File: src/rtl/pipe_ctrl_pkg.sv
// Shared types and encodings for the 5-stage pipeline sequencing controller.
package pipe_ctrl_pkg;

    localparam int unsigned STALL_W = 6;
    localparam int unsigned ADDR_W  = 32;

    localparam logic [STALL_W-1:0] STALL_MEM  = 6'b011111;
    localparam logic [STALL_W-1:0] STALL_EX   = 6'b001111;
    localparam logic [STALL_W-1:0] STALL_ID   = 6'b000111;
    localparam logic [STALL_W-1:0] STALL_IF   = 6'b000011;
    localparam logic [STALL_W-1:0] STALL_NONE = 6'b000000;

    localparam logic [ADDR_W-1:0] EXC_VEC_DEFAULT = 32'h0000_0020;

    typedef enum logic [1:0] {
        S_RUN      = 2'd0,
        S_EXC_WAIT = 2'd1,
        S_FLUSH    = 2'd2
    } state_t;

    // Later stages win: a stalled MEM freezes everything upstream of it.
    function automatic logic [STALL_W-1:0] stall_encode(
        input logic req_if,
        input logic req_id,
        input logic req_ex,
        input logic req_mem
    );
        if (req_mem)     return STALL_MEM;
        else if (req_ex) return STALL_EX;
        else if (req_id) return STALL_ID;
        else if (req_if) return STALL_IF;
        return STALL_NONE;
    endfunction

endpackage

File: src/rtl/pipe_ctrl_sat_cnt.sv
// Saturating up-counter with synchronous clear; holds at MAX instead of wrapping.
module pipe_ctrl_sat_cnt #(
    parameter int unsigned    W   = 8,
    parameter logic [W-1:0]   MAX = '1
) (
    input  logic         clk,
    input  logic         rst,
    input  logic         clr,
    input  logic         inc,
    output logic [W-1:0] count
);

    always_ff @(posedge clk) begin
        if (rst || clr) begin
            count <= '0;
        end else if (inc && (count != MAX)) begin
            count <= count + W'(1);
        end
    end

endmodule

File: src/rtl/pipe_ctrl.sv
// Pipeline sequencing controller: merges stall requests, sequences exception/ERET
// flushes with a redirect PC, and tracks stall watchdog and stall-cycle statistics.
module pipe_ctrl
    import pipe_ctrl_pkg::*;
#(
    parameter logic [ADDR_W-1:0] EXC_VEC       = EXC_VEC_DEFAULT,
    parameter int unsigned       STALL_TIMEOUT = 255,
    parameter int unsigned       CNT_W         = 32
) (
    input  logic                clk,
    input  logic                rst,
    input  logic                stallreq_if,
    input  logic                stallreq_id,
    input  logic                stallreq_ex,
    input  logic                stallreq_mem,
    input  logic                exc_valid,
    input  logic                exc_is_eret,
    input  logic [ADDR_W-1:0]   epc_i,
    output logic [STALL_W-1:0]  stall,
    output logic                flush,
    output logic [ADDR_W-1:0]   new_pc,
    output logic                timeout,
    output logic [CNT_W-1:0]    stall_cycles
);

    localparam int unsigned     WD_W   = $clog2(STALL_TIMEOUT + 1);
    localparam logic [WD_W-1:0] WD_MAX = WD_W'(STALL_TIMEOUT);

    state_t              state_q, state_d;
    logic [ADDR_W-1:0]   target_q, target_d;
    logic                flush_d;
    logic [ADDR_W-1:0]   new_pc_d;
    logic                stall_any;
    logic [WD_W-1:0]     wd_cnt;

    // State and latched redirect target
    always_ff @(posedge clk) begin
        if (rst) begin
            state_q  <= S_RUN;
            target_q <= '0;
        end else begin
            state_q  <= state_d;
            target_q <= target_d;
        end
    end

    // Next state; the target is captured only when leaving RUN
    always_comb begin
        state_d  = state_q;
        target_d = target_q;
        case (state_q)
            S_RUN: begin
                if (exc_valid) begin
                    target_d = exc_is_eret ? epc_i : EXC_VEC;
                    state_d  = stallreq_mem ? S_EXC_WAIT : S_FLUSH;
                end
            end
            S_EXC_WAIT: begin
                if (!stallreq_mem) state_d = S_FLUSH;
            end
            S_FLUSH:  state_d = S_RUN;
            default:  state_d = S_RUN;
        endcase
    end

    // Outputs: stall is same-cycle; flush/new_pc are staged for the next cycle
    always_comb begin
        stall    = STALL_NONE;
        flush_d  = 1'b0;
        new_pc_d = new_pc;
        if (!rst && (state_q != S_FLUSH)) begin
            stall = stall_encode(stallreq_if, stallreq_id, stallreq_ex, stallreq_mem);
        end
        if (state_d == S_FLUSH) begin
            flush_d  = 1'b1;
            new_pc_d = target_d;
        end
    end

    assign stall_any = |stall;

    always_ff @(posedge clk) begin
        if (rst) begin
            flush   <= 1'b0;
            new_pc  <= '0;
            timeout <= 1'b0;
        end else begin
            flush   <= flush_d;
            new_pc  <= new_pc_d;
            timeout <= timeout | (stall_any && (wd_cnt == WD_MAX - WD_W'(1)));
        end
    end

    pipe_ctrl_sat_cnt #(
        .W   (WD_W),
        .MAX (WD_MAX)
    ) u_watchdog (
        .clk   (clk),
        .rst   (rst),
        .clr   (!stall_any),
        .inc   (stall_any),
        .count (wd_cnt)
    );

    pipe_ctrl_sat_cnt #(
        .W   (CNT_W),
        .MAX ({CNT_W{1'b1}})
    ) u_stall_cycles (
        .clk   (clk),
        .rst   (rst),
        .clr   (1'b0),
        .inc   (stall_any),
        .count (stall_cycles)
    );

endmodule
File: config.mk
export PLATFORM = sky130hd
export DESIGN_NAME = pipe_ctrl
export DESIGN_NICKNAME = d
export VERILOG_FILES = /design/src/rtl/pipe_ctrl_pkg.sv /design/src/rtl/pipe_ctrl_sat_cnt.sv /design/src/rtl/pipe_ctrl.sv
export SDC_FILE = /design/constraint.sdc
export NUM_CORES = 1
export LEC_CHECK = 0
export BUFFER_PORTS_ARGS = -buffer_cell sky130_fd_sc_hd__buf_2
export CAP_MARGIN = 20
export CORE_AREA = 5 5 86 120
export CTS_BUF_LIST = sky130_fd_sc_hd__clkbuf_8
export CTS_CLUSTER_SIZE = 14
export DETAILED_ROUTE_END_ITERATION = 10
export DIE_AREA = 0 0 91 125
export GPL_TIMING_DRIVEN = 0
export HOLD_SLACK_MARGIN = 0.15
export PLACE_DENSITY = 0.8
export SLEW_MARGIN = 20
export SYNTH_ARGS = -nofsm -noshare
export SYNTH_HDL_FRONTEND = slang
export SYNTH_HIERARCHICAL = 1
export SYNTH_SLANG_ARGS = --single-unit
export TNS_END_PERCENT = 10
File: constraint.sdc
create_clock -name clk -period 3 [get_ports clk]
set_input_delay 0.6 -clock clk [delete_from_list [all_inputs] [get_ports clk]]
set_output_delay 0.6 -clock clk [all_outputs]
set_load 0.01 [all_outputs]
==> metrics.md <==
| Metric | Value |
|---|---|
| Status | completed |
| Tmin final | 2620 ps |
| RSZ-0062 raised after global routing | no |
| Xor-xnor portion of the synthesized cell area | less than 1% |
| Hold Path Class | flop to flop |
| CTS tree | yes |
| Largest net degree at the start of global routing | 19 |
| Total global-route track usage | 22.1% |
| DRC | 0 |
| Syn Inst Count | 564 |
| Main synth FF type | dfxtp_1 |
| Largest stage delay, worst path | 490 ps |
| Max Fclk | 382 MHz |
| Final hold vios | 0 |
| Row cnt | 42 |
| Critical-path maximum fanout | 10 |
| Ports | between 100 and 150 |
| Period utilisation layout | between 80 and 90% |
| P_leak | 2.23 nW |
| Core ar. | 9200 sq um |
| PostCTS Resize Cnt | 0 |
| Minimum hold slack | about 460 ps |
| Rel. slew slack | approximately half |
| Required time worst endpoint | 3310 ps |
| Asr flop ratio synth | 0% |
| DR WL/cell | 16.1 um |
| Post-synthesis compound-gate area fraction | 24.1% |
| Final setup violation count | 0 |
| VDD IR max | 0.000365 V |
| Least-Margin Pin Slew | between 700 and 800 ps |
| Worst Path Arrival | 2930 ps |
| Routability Congestion | 0.838 |
| Leading area contributor after synthesis | dfxtp_1 |
| Total grt overflow | 0 |
| Area grow syn2layout | 18.6% |
| Final setup skew | 9.85 ps |
| Die area | 11,400 sq um |
| Die height | 125 um |
| Post-CTS Setup Inserts | 0 |
| Port bufs | between 100 and 150 |
| CP dominant cell by count | inv_1 |
| Most frequent cell after synthesis | dfxtp_1 |
| Setup tns final | 0 ps |
| Syn Area/Cell | 8.68 sq um |
| R2R Setup Slk | between 300 and 400 ps |
| Top post-synthesis cells by count | dfxtp_1, a21oi_1, nand2_1 |
| Hold_buf cts | 0 |
| Antenna violations before repair | 0 |
| Yosys top cell area share | 44.2% |
| Crit-path slowest cell | dfxtp_1 |
| First-pass GRT wire length | about 21,000 um |
| Nets | 727 |
| Clk buf depth | 2 |
| Clk slew on worst S/H paths | 100 ps |
| Largest family of logic cells by synthesized area | simple AND/OR/NAND/NOR gates |
| Inserted Diodes | 0 |
| EDFF count, synth | 0 |
| DRT antenna net count | 0 |
| Post-detail-place hpwl | 9660 um |
| Worst skew pair latency | 380 ps |
| Seq/Total Area, Yosys | between 40% and 50% |
| Clock Tree Root | clkbuf_8 |
| Final Util | between 60% and 70% |
| Layout cells sized above 1 | 25.5% |
| Critical setup path kind | flop to flop |
| Starting Density | 53.2% |
| Power Density | 489 nW/um^2 |
| Crit path cell chain | inv_1 > a211o_1 > inv_1 > and3_4 > o311ai_4 > buf_6 > or3_2 > a21oi_2 |
| Post-Synthesis Cell Area | 4890 sq um |
| Seq cells post-synth | between 100 and 150 |
| Synth unique cells | 62 |
| Clock Sinks | 108 |
| Mux share of post-synthesis cell area | about 1% |
| DR pass1 iterations | 4 |
| Drt initial violations | 234 |
| Vias in the first global route | between 4,000 and 5,000 |
| Adder-cell share of the synthesized area | 0.511% |
| Die Width | around 90 um |
| Vias per inst | 5.93 |
| Largest cells by area after synthesis | dfxtp_1, a21oi_1, o221a_1 |
| MaxCap Viol Count | 0 |
| Routed WL | 12,900 um |
| Setup crit start kind | flop |
| Max Slew Vio Count | 0 |
| CTS H-tree lvls | 3 |
| Synth warn | 6 |
| Simple-gate area share of the yosys netlist | 24.4% |
| Via Count | between 4,000 and 5,000 |
| Crit end category | flop |
| Cts bufs inserted | 9 |
[metal layers]
metal,up-vias,global-route usage [%],wire (um)
met5,-,0,0
met4,0,9.50,274
met3,20,3.91,680
met2,123,39.3,6740
met1,2276,25.8,5190
li1,2326,-,-
[state kept, by name (all words and copies together), names as in the netlist]
register              count
timeout                   1
u_stall_cycles/count     32
target_q                 32
u_watchdog/count          8
new_pc                   32
flush                     1
state_q                   2
[report_power, final]
group / switching [mW] / internal, mW
clock network: 0.509 / 0.476
logic: 0.199 / 0.131
registers: 0.0329 / 1.49
total: 0.741 / 2.10
[final cells by class]
class                      instances  area (sq um)
clock inverter                     7          98.8
buffer                            44           220
clock buffer                       9           124
inverter                          10          37.5
sequential                       108          2160
tap                              110           138
fill                             795          3390
multi-input combinational        403          2480
timing repair buffer             109           546
[per-stage QoR]
| step | setup slack (ps) | instances | power [mW] | cell area [sq um] |
|---|---|---|---|---|
| 3_5_place_dp | 24.6 | 784 | 1.88 | 5580 |
| 6_report | 380 | 800 | 2.84 | 5800 |
| 5_1_grt | 234 | 800 | 2.95 | 5800 |
| 4_1_cts | 393 | 800 | 2.86 | 5800 |
| 3_3_place_gp | 71.6 | 784 | 1.87 | 5580 |
| 2_1_floorplan | 564 | 565 | 1.75 | 4900 |
[cell usage in the layout (no fill, tap or decap), types with 4 or more instances in the layout]
master	instances
nand4_1	11
nand2_1	81
nor3_1	4
o221a_1	30
o31ai_1	9
or3_2	5
or3_1	17
buf_6	4
dfxtp_1	108
a21oi_2	7
inv_1	10
buf_2	119
and4_1	5
or4_1	10
o21ai_0	12
mux2i_1	5
clkbuf_1	25
clkbuf_8	9
a21oi_1	90
o21ai_1	8
nand3_1	44
nor2_1	13
[worst max-delay path, delay by kind of cell, from the launching register on]
kind	cells	cell delay (ps)
DFF	1	490
buffers and inverters	3	630
AOI/OAI and AO/OA	3	700
and+or+nand+nor	2	730
[cells by family (layout without fill, tap and decap cells)]
group,after synthesis,after routing
simple gates,222,222
compound gates,170,170
flops,108,108
buf+inv,54,179
mux,5,5
fa+ha+maj,2,2
xor+xnor,2,2
other cells,1,2
[worst paths after layout]
kind,endpoint,cells after the start,startpoint
worst max register to register,u_stall_cycles/count[17],8,state_q[0]
worst max-delay path,u_stall_cycles/count[17],8,state_q[0]
worst min register to register,target_q[3],2,target_q[3]
worst min-delay path,target_q[3],2,target_q[3]
Power figures use the tool's default switching activity.
